**src/rtl/clk_tick_gen_if.sv**
```systemverilog
// Divisor write port for clk_tick_gen: valid/ready request plus
// the registered out-of-range error pulse returned by the generator.
interface clk_tick_gen_if #(
   parameter int CNT_W = 26
);
   logic             wr_valid;
   logic             wr_ready;
   logic [2:0]       wr_ch;
   logic [CNT_W-1:0] wr_div;
   logic             wr_err;

   modport master (
      output wr_valid, wr_ch, wr_div,
      input  wr_ready, wr_err
   );

   modport slave (
      input  wr_valid, wr_ch, wr_div,
      output wr_ready, wr_err
   );
endinterface

```
**src/rtl/clk_tick_gen.sv**
```systemverilog
// Multi-channel 50% duty clock and tick generator with shadowed,
// runtime-programmable half-period. Optional macro: PHASE_SYNC_EN.
module clk_tick_gen #(
   parameter int                      NUM_CH   = 2,
   parameter int                      CNT_W    = 26,
   parameter logic [NUM_CH*CNT_W-1:0] DIV_INIT = {26'd100000, 26'd25000000}
) (
   input  logic              clk_50Mhz,
   input  logic              rst,
`ifdef PHASE_SYNC_EN
   input  logic              sync_in,
`endif
   input  logic [NUM_CH-1:0] ch_en,
   clk_tick_gen_if.slave     wr,
   output logic [NUM_CH-1:0] clk_out,
   output logic [NUM_CH-1:0] tick,
   output logic [NUM_CH-1:0] pend
);

   logic [CNT_W-1:0] cnt    [NUM_CH];
   logic [CNT_W-1:0] hp     [NUM_CH];
   logic [CNT_W-1:0] shadow [NUM_CH];
   logic [7:0]       pend_x;
   logic             in_range;
   logic             accept;

   // A zero half-period would never reach terminal count; treat it as 1.
   function automatic logic [CNT_W-1:0] nz(input logic [CNT_W-1:0] v);
      return (v == '0) ? CNT_W'(1) : v;
   endfunction

   // Widen pend to the full 3-bit channel address space.
   always_comb begin
      pend_x = '0;
      pend_x[NUM_CH-1:0] = pend;
   end

   assign in_range    = int'(wr.wr_ch) < NUM_CH;
   assign wr.wr_ready = in_range ? ~pend_x[wr.wr_ch] : 1'b1;
   assign accept      = wr.wr_valid & wr.wr_ready;

   // Per-channel counters, divided clocks, ticks and shadow divisors.
   always_ff @(posedge clk_50Mhz or posedge rst) begin
      if (rst) begin
         for (int i = 0; i < NUM_CH; i++) begin
            cnt[i]    <= '0;
            hp[i]     <= nz(DIV_INIT[i*CNT_W +: CNT_W]);
            shadow[i] <= '0;
         end
         clk_out   <= '0;
         tick      <= '0;
         pend      <= '0;
         wr.wr_err <= 1'b0;
      end else begin
         wr.wr_err <= accept & ~in_range;
         for (int i = 0; i < NUM_CH; i++) begin
            tick[i] <= 1'b0;
`ifdef PHASE_SYNC_EN
            if (sync_in) begin
               cnt[i]     <= '0;
               clk_out[i] <= 1'b0;
               if (pend[i]) begin
                  hp[i]   <= shadow[i];
                  pend[i] <= 1'b0;
               end
            end else
`endif
            if (ch_en[i]) begin
               if (cnt[i] == hp[i] - CNT_W'(1)) begin
                  cnt[i]     <= '0;
                  clk_out[i] <= ~clk_out[i];
                  tick[i]    <= ~clk_out[i];
                  if (pend[i]) begin
                     hp[i]   <= shadow[i];
                     pend[i] <= 1'b0;
                  end
               end else begin
                  cnt[i] <= cnt[i] + CNT_W'(1);
               end
            end else if (pend[i]) begin
               hp[i]   <= shadow[i];
               pend[i] <= 1'b0;
               cnt[i]  <= '0;
            end
            // Accept only happens with pend clear, so it never races the apply.
            if (accept && in_range && int'(wr.wr_ch) == i) begin
               shadow[i] <= nz(wr.wr_div);
               pend[i]   <= 1'b1;
            end
         end
      end
   end

endmodule

```
**src/flat_wrapper.sv**
```systemverilog
// flat-port wrapper written by rule: the top's interface ports become plain ports
module clk_tick_gen_flat 
#(
   parameter int                      NUM_CH   = 2,
   parameter int                      CNT_W    = 26,
   parameter logic [NUM_CH*CNT_W-1:0] DIV_INIT = {26'd100000, 26'd25000000}
)
  (clk_50Mhz, rst, ch_en, clk_out, tick, pend, wr_wr_valid, wr_wr_ch, wr_wr_div, wr_wr_ready, wr_wr_err);
  clk_tick_gen_if #(.CNT_W(CNT_W)) wr_i ();
  input  logic clk_50Mhz;
  input  logic rst;
  input  logic [NUM_CH-1:0] ch_en;
  output logic [NUM_CH-1:0] clk_out;
  output logic [NUM_CH-1:0] tick;
  output logic [NUM_CH-1:0] pend;
  input wire logic [$bits(wr_i.wr_valid)-1:0] wr_wr_valid;
  input wire logic [$bits(wr_i.wr_ch)-1:0] wr_wr_ch;
  input wire logic [$bits(wr_i.wr_div)-1:0] wr_wr_div;
  output wire logic [$bits(wr_i.wr_ready)-1:0] wr_wr_ready;
  output wire logic [$bits(wr_i.wr_err)-1:0] wr_wr_err;
  assign wr_i.wr_valid = wr_wr_valid;
  assign wr_i.wr_ch = wr_wr_ch;
  assign wr_i.wr_div = wr_wr_div;
  assign wr_wr_ready = wr_i.wr_ready;
  assign wr_wr_err = wr_i.wr_err;
  clk_tick_gen #(.NUM_CH(NUM_CH), .CNT_W(CNT_W), .DIV_INIT(DIV_INIT)) u_core (.clk_50Mhz(clk_50Mhz), .rst(rst), .ch_en(ch_en), .wr(wr_i), .clk_out(clk_out), .tick(tick), .pend(pend));
endmodule
```
**config.mk**
```make
export PLATFORM = sky130hd
export DESIGN_NAME = clk_tick_gen_flat
export DESIGN_NICKNAME = d
export VERILOG_FILES = /design/src/rtl/clk_tick_gen_if.sv /design/src/rtl/clk_tick_gen.sv /design/src/flat_wrapper.sv
export SDC_FILE = /design/constraint.sdc
export NUM_CORES = 1
export LEC_CHECK = 0
export CAP_MARGIN = 25
export CORE_UTILIZATION = 42
export CTS_CLUSTER_DIAMETER = 50
export DETAILED_ROUTE_END_ITERATION = 10
export PLACE_DENSITY_LB_ADDON = 0.1
export SLEW_MARGIN = 20
export SYNTH_ARGS = -nofsm -noshare
export SYNTH_HDL_FRONTEND = slang
export SYNTH_SLANG_ARGS = --single-unit
```
**constraint.sdc**
```tcl
create_clock -name clk_50Mhz -period 10.24 [get_ports clk_50Mhz]
set_clock_uncertainty 0.05 [all_clocks]
set_input_delay 1.536 -clock clk_50Mhz [delete_from_list [all_inputs] [get_ports clk_50Mhz]]
set_output_delay 1.536 -clock clk_50Mhz [all_outputs]
set_load 0.01 [all_outputs]
```
-- Yosys cells after proc, flatten, opt, wreduce, memory -nomap -nowiden
Index checks and enable logic that the tools add are counted.
- bits in read-only memories: 0
- output and inout port bits: 8
- bits in registers: 163
- latch bits: 0
- input port bits: 34
- bits in writable memories: 0
- memories kept: 0
- equality and inequality tests: 7
- div/mod/pow operators: 0
- shifts and indexed selects: 0
- multiply operators: 0
- mux-type cells: 26
- $lt $le $gt $ge: 2
- bitwise operators: 6
- add/subtract/negate cells: 4
- reduce and logical (&&, ||, !) cells: 9
- operators by type and width (operator ; number):
    $mux 26 ; 13
    $add 26x1->26 const B ; 2
    $eq 26x26->1 ; 2
    $sub 26x1->26 const B ; 2
    $logic_not 26->1 ; 1
    $mux 1 ; 12
    $ne 3x1->1 const B ; 2
    $lt 3x4->1 const B ; 1
    $ne 2x1->1 const B ; 2
    $not 1->1 ; 4
    $reduce_and 2->1 ; 2
    $reduce_bool 2->1 ; 2
    $bmux 1 s3 ; 1
    $eq 3x2->1 const B ; 1
    $logic_and 1x1->1 ; 3
    $logic_not 3->1 ; 1
    $lt 3x2->1 const B ; 1
    $and 1x1->1 ; 2

-- Logic depth before layout (Yosys ltp)
- depth in word-level cells: 8
- gate-level depth with buffers: 12
- mapped depth without buffers: 10

-- Least setup slack after synthesis
Ideal clock, no wire load.
- path kind: input to output
- from: in wr_wr_ch[0]
- to: out wr_wr_ready
- stages: 2
- data required time: 8.654 ns
- arrival time: 1.941 ns
- path buffers: 0
- path slack: 6.713 ns
- cell sequence: mux2_2 nand2_1
- word-level cells in the longest chain between the ends: 4
- elaborated cells between the ends (all ways): 5
- RTL lines (item ; line ; source):
    start: declaration ; flat_wrapper.sv:17 ; input wire logic [$bits(wr_i.wr_ch)-1:0] wr_wr_ch;
    $bmux 1 s3 ; clk_tick_gen.sv:39 ; assign wr.wr_ready = in_range ? ~pend_x[wr.wr_ch] : 1'b1;
    $mux 1 (not written as such) ; clk_tick_gen.sv:39 ;
    $not 1->1 ; clk_tick_gen.sv:39 ;
    $mux 1 * ; clk_tick_gen.sv:39 ;
    end: declaration ; flat_wrapper.sv:19 ; output wire logic [$bits(wr_i.wr_ready)-1:0] wr_wr_ready;
Every way passes the cells marked *; elsewhere a longest branch is shown, timed or not. The select of a mux whose other input is x is not followed.

-- Worst setup path in the final report
Same ends and word-level chain as after synthesis.

==> flow_metrics.env <==
export IMPL_dieWidth_um=150
export IMPL_grt_pass1_wl_um=35400
export IMPL_hold_viol=0
export IMPL_worstPathCellList="clkdlybuf4s50_1, mux2_2, nand2_1, clkdlybuf4s50_1"
export IMPL_reg2reg_from="u_core.hp[36]$_DFFE_PP0P_"
export IMPL_ys_ff_latch=163
export IMPL_grtUsageMet1_pct=31.2
export IMPL_cts_tree="built"
export IMPL_syn_instance_count=841
export IMPL_grt_max_degree=100
export IMPL_clockBufferDepth=2
export IMPL_power_leakage_nw=4.31
export IMPL_max_slew_margin_rel_pct=34.6
export IMPL_antenna_found_initial=0
export IMPL_mostFrequentLayoutCell="dfrtp_1"
export IMPL_drtIter0Drc=401
export IMPL_avgViaCountPerCell=5.67
export IMPL_crit_slowest_cell="clkdlybuf4s50_1"
export IMPL_cp_start_kind="input port"
export IMPL_die_area_sq_mm=0.0226
export IMPL_routabilityCongestion=0.888
export IMPL_intPower_w=0.00159
export IMPL_cts_sink_count=163
export IMPL_vias=6556
export IMPL_worst_slack_ps=5650
export IMPL_grt_use_met3_pct=4.12
export IMPL_ys_warn_count=0
export IMPL_post_cts_setup_buffer_count=0
export IMPL_slew_viol_final=0
export IMPL_rsz0062_at_grt="false"
export IMPL_stdcell_count=1157
export IMPL_synth_distinct_cells=74
export IMPL_portBuffers=41
export IMPL_power_switching_w=0.000860
export IMPL_p_clk_share_pct=27.4
export IMPL_status="finished clean"
export IMPL_dr_pass1_iters=5
export IMPL_switching_share_pct=35.1
export IMPL_clockRootBuffer="clkbuf_16"
export IMPL_die_h_um=150
export IMPL_drive_gt1_share_pct=20.9
export IMPL_grt_ovfl_total=0
export IMPL_htreeDepth=4
export IMPL_end_kind="output pin"
export IMPL_start_util_pct=43.4
export IMPL_synth_top_family_by_area="simple AND/OR/NAND/NOR gates"
export IMPL_wirelength_um=21700
export IMPL_final_setup_viol_count=0
export IMPL_synth_edf_count=0
export IMPL_required_ps=8650
export IMPL_clk_latency_ps=420
export IMPL_async_flop_share_pct=100
export IMPL_syn_num_nets=879
export IMPL_antennaDiodeCount=0
export IMPL_fp_coreArea_sq_mm=0.0213
export IMPL_synth_xor_area_share_pct=10.6
export IMPL_avgSynthCellArea_sq_um=11.0
export IMPL_most_common_layout_cells="dfrtp_1 (145), mux2_2 (64), xnor2_1 (61), nand2_1 (53), xor2_1 (51)"
export IMPL_fin_crit_sh_pct=44.8
export IMPL_layout_area_overhead_vs_synth_pct=13.1
export IMPL_wl_per_cell_um=18.7
export IMPL_ant_nets=0
export IMPL_total_power_w=0.00245
export IMPL_dp_cells=1123
export IMPL_cts_resized=0
export IMPL_ir_drop_mv=0.124
export IMPL_cp_arrival_ps=3000
export IMPL_cts_made_buffers=17
export IMPL_yosysSeqAreaShare_pct=44.4
export IMPL_pwr_share_seq_pct=42.3
export IMPL_max_freq_mhz=218
export IMPL_busiest_layer="met1"
export IMPL_synthAdderAreaFrac_pct=0.542
export IMPL_syn_cell_area_sq_mm=0.00924
export IMPL_cts_hold_buf=0
export IMPL_grt_pass1_vias=6422
export IMPL_grt_met2_usage_pct=29.5
export IMPL_synthFlopType="dfrtp_1"
export IMPL_clkTransAtPathRegs_ps=60
export IMPL_yosys_area_share_simple_pct=20.4
export IMPL_ios=42
export IMPL_utilization_pct=49.1
export IMPL_period_needed_ps=4590
export IMPL_grt_usage_pct=20.5
export IMPL_crit_path_start="wr_wr_ch[0]"
export IMPL_rows=53
export IMPL_fin_setup_tns_ps=0
export IMPL_drc=0
export IMPL_cpMostUsedCell="clkdlybuf4s50_1"
export IMPL_min_from="u_core.clk_out[1]$_DFFE_PP0P_"
export IMPL_powerDensity_mw_per_mm2=235
export IMPL_layout_nets=907
export IMPL_power_frac_comb_pct=30.4
export IMPL_place_hpwl_um=15700
export IMPL_slowest_delay_ps=530
export IMPL_path_class="input port to output pin"
export IMPL_place_ws_ps=5670
export IMPL_synth_mux_area_share_pct=15.2
export IMPL_worst_path_max_fanout=3
export IMPL_maxCapViolations=0
export IMPL_hp_class="register to register"
export IMPL_synth_compound_area_share_pct=5.69
export IMPL_worst_pin_slew_ps=972
metal layers:
metal / part of all wire [%] / vias to the layer above / wire [um]
met3: 3.9 / 19 / 842
met2: 43 / 142 / 9350
met5: 0 / - / 0
met4: 0.91 / 0 / 197
li1: - / 3097 / -
met1: 52 / 3298 / 11300
worst paths after layout:
kind | slack (ps) | cells after the start | endpoint
worst max-delay path | 5650 | 4 | wr_wr_ready
worst min-delay path | 430 | 1 | u_core.tick[1]$_DFF_PP0_
worst max register to register | 6210 | 9 | u_core.hp[36]$_DFFE_PP0P_
worst min register to register | 430 | 1 | u_core.tick[1]$_DFF_PP0_
max in group asynchronous | 7110 | 3 | u_core.shadow[44]$_DFFE_PP0P_
min in group asynchronous | 1640 | 2 | u_core.cnt[7]$_DFFE_PP0P_
worst max-delay path: cells and delay by family:
family	cells	cell delay, ps
buffers and inverters	2	1050
muxes	1	350
and+or+nand+nor	1	70
per-stage QoR:
stage,instance area (sq um),hold slack (ps)
floorplan,9240,410
detailed placement,9790,421
finish,10400,427
CTS,10400,434
global route,10400,463
global placement,9790,407
power groups by stage:
stage	sequential [W]	combinational, W	clock, W
finish	0.00104	0.000745	0.000671
global placement	0.00104	0.000718	0
floorplan	0.000940	0.000653	0
CTS	0.00104	0.000739	0.000685
global route	0.00107	0.000813	0.000718
detailed placement	0.00105	0.000731	0
state kept, by name (all words and copies together), names as in the netlist:
name / cells
u_core.clk_out: 2
u_core.cnt: 52
u_core.hp: 52
u_core.pend: 2
u_core.shadow: 52
u_core.tick: 2
u_core.wr.wr_err: 1
Yosys cell counts, types with 3 or more instances:
library cell | n | share of area (%)
a211oi_1 | 4 | 0.33
nand3_1 | 41 | 2.2
nor2b_1 | 11 | 0.74
inv_1 | 12 | 0.49
buf_6 | 3 | 0.37
nand4b_1 | 4 | 0.38
and2_1 | 24 | 1.6
nand2_1 | 53 | 2.2
nand3b_1 | 3 | 0.24
o2111ai_1 | 6 | 0.57
xor2_1 | 51 | 4.8
nor4b_1 | 3 | 0.28
or3_1 | 5 | 0.34
nand4_1 | 25 | 1.7
buf_2 | 7 | 0.38
mux2_2 | 64 | 7.8
o31ai_1 | 7 | 0.57
xnor2_1 | 61 | 5.8
a21boi_0 | 3 | 0.24
o21ai_0 | 10 | 0.54
dfstp_2 | 18 | 5.1
ha_1 | 4 | 0.54
a21oi_1 | 11 | 0.60
nor4_2 | 4 | 0.54
a31oi_1 | 4 | 0.27
nor4_1 | 22 | 1.5
a22oi_1 | 3 | 0.24
mux2_4 | 40 | 6.5
clkbuf_1 | 23 | 0.93
or2_2 | 5 | 0.34
mux2i_1 | 7 | 0.76
or4_1 | 7 | 0.57
nand2b_1 | 9 | 0.61
nor3b_1 | 5 | 0.41
nor3_1 | 43 | 2.3
and4_1 | 4 | 0.38
buf_12 | 4 | 0.87
nor2_1 | 36 | 1.5
and3_1 | 7 | 0.47
dfrtp_1 | 145 | 39
area by class of cell:
cell class	count	area, sq um
clock inverters	14	175
inverters	12	50.0
repair buffers	49	494
multi-input cells	626	4840
flip-flops and latches	163	4100
fillers	1901	10800
well taps	275	344
clock buffers	18	439
kinds of logic (layout without fill, tap and decap cells):
family                     Yosys count  in the layout
xor gates and xnor gates           112            112
adders and majority gates            4              4
DFF                                163            163
buffers and inverters               52             93
muxes                              112            112
and+or+nand+nor                    327            327
AOI/OAI and AO/OA                   71             71
Power figures use the tool's default switching activity.
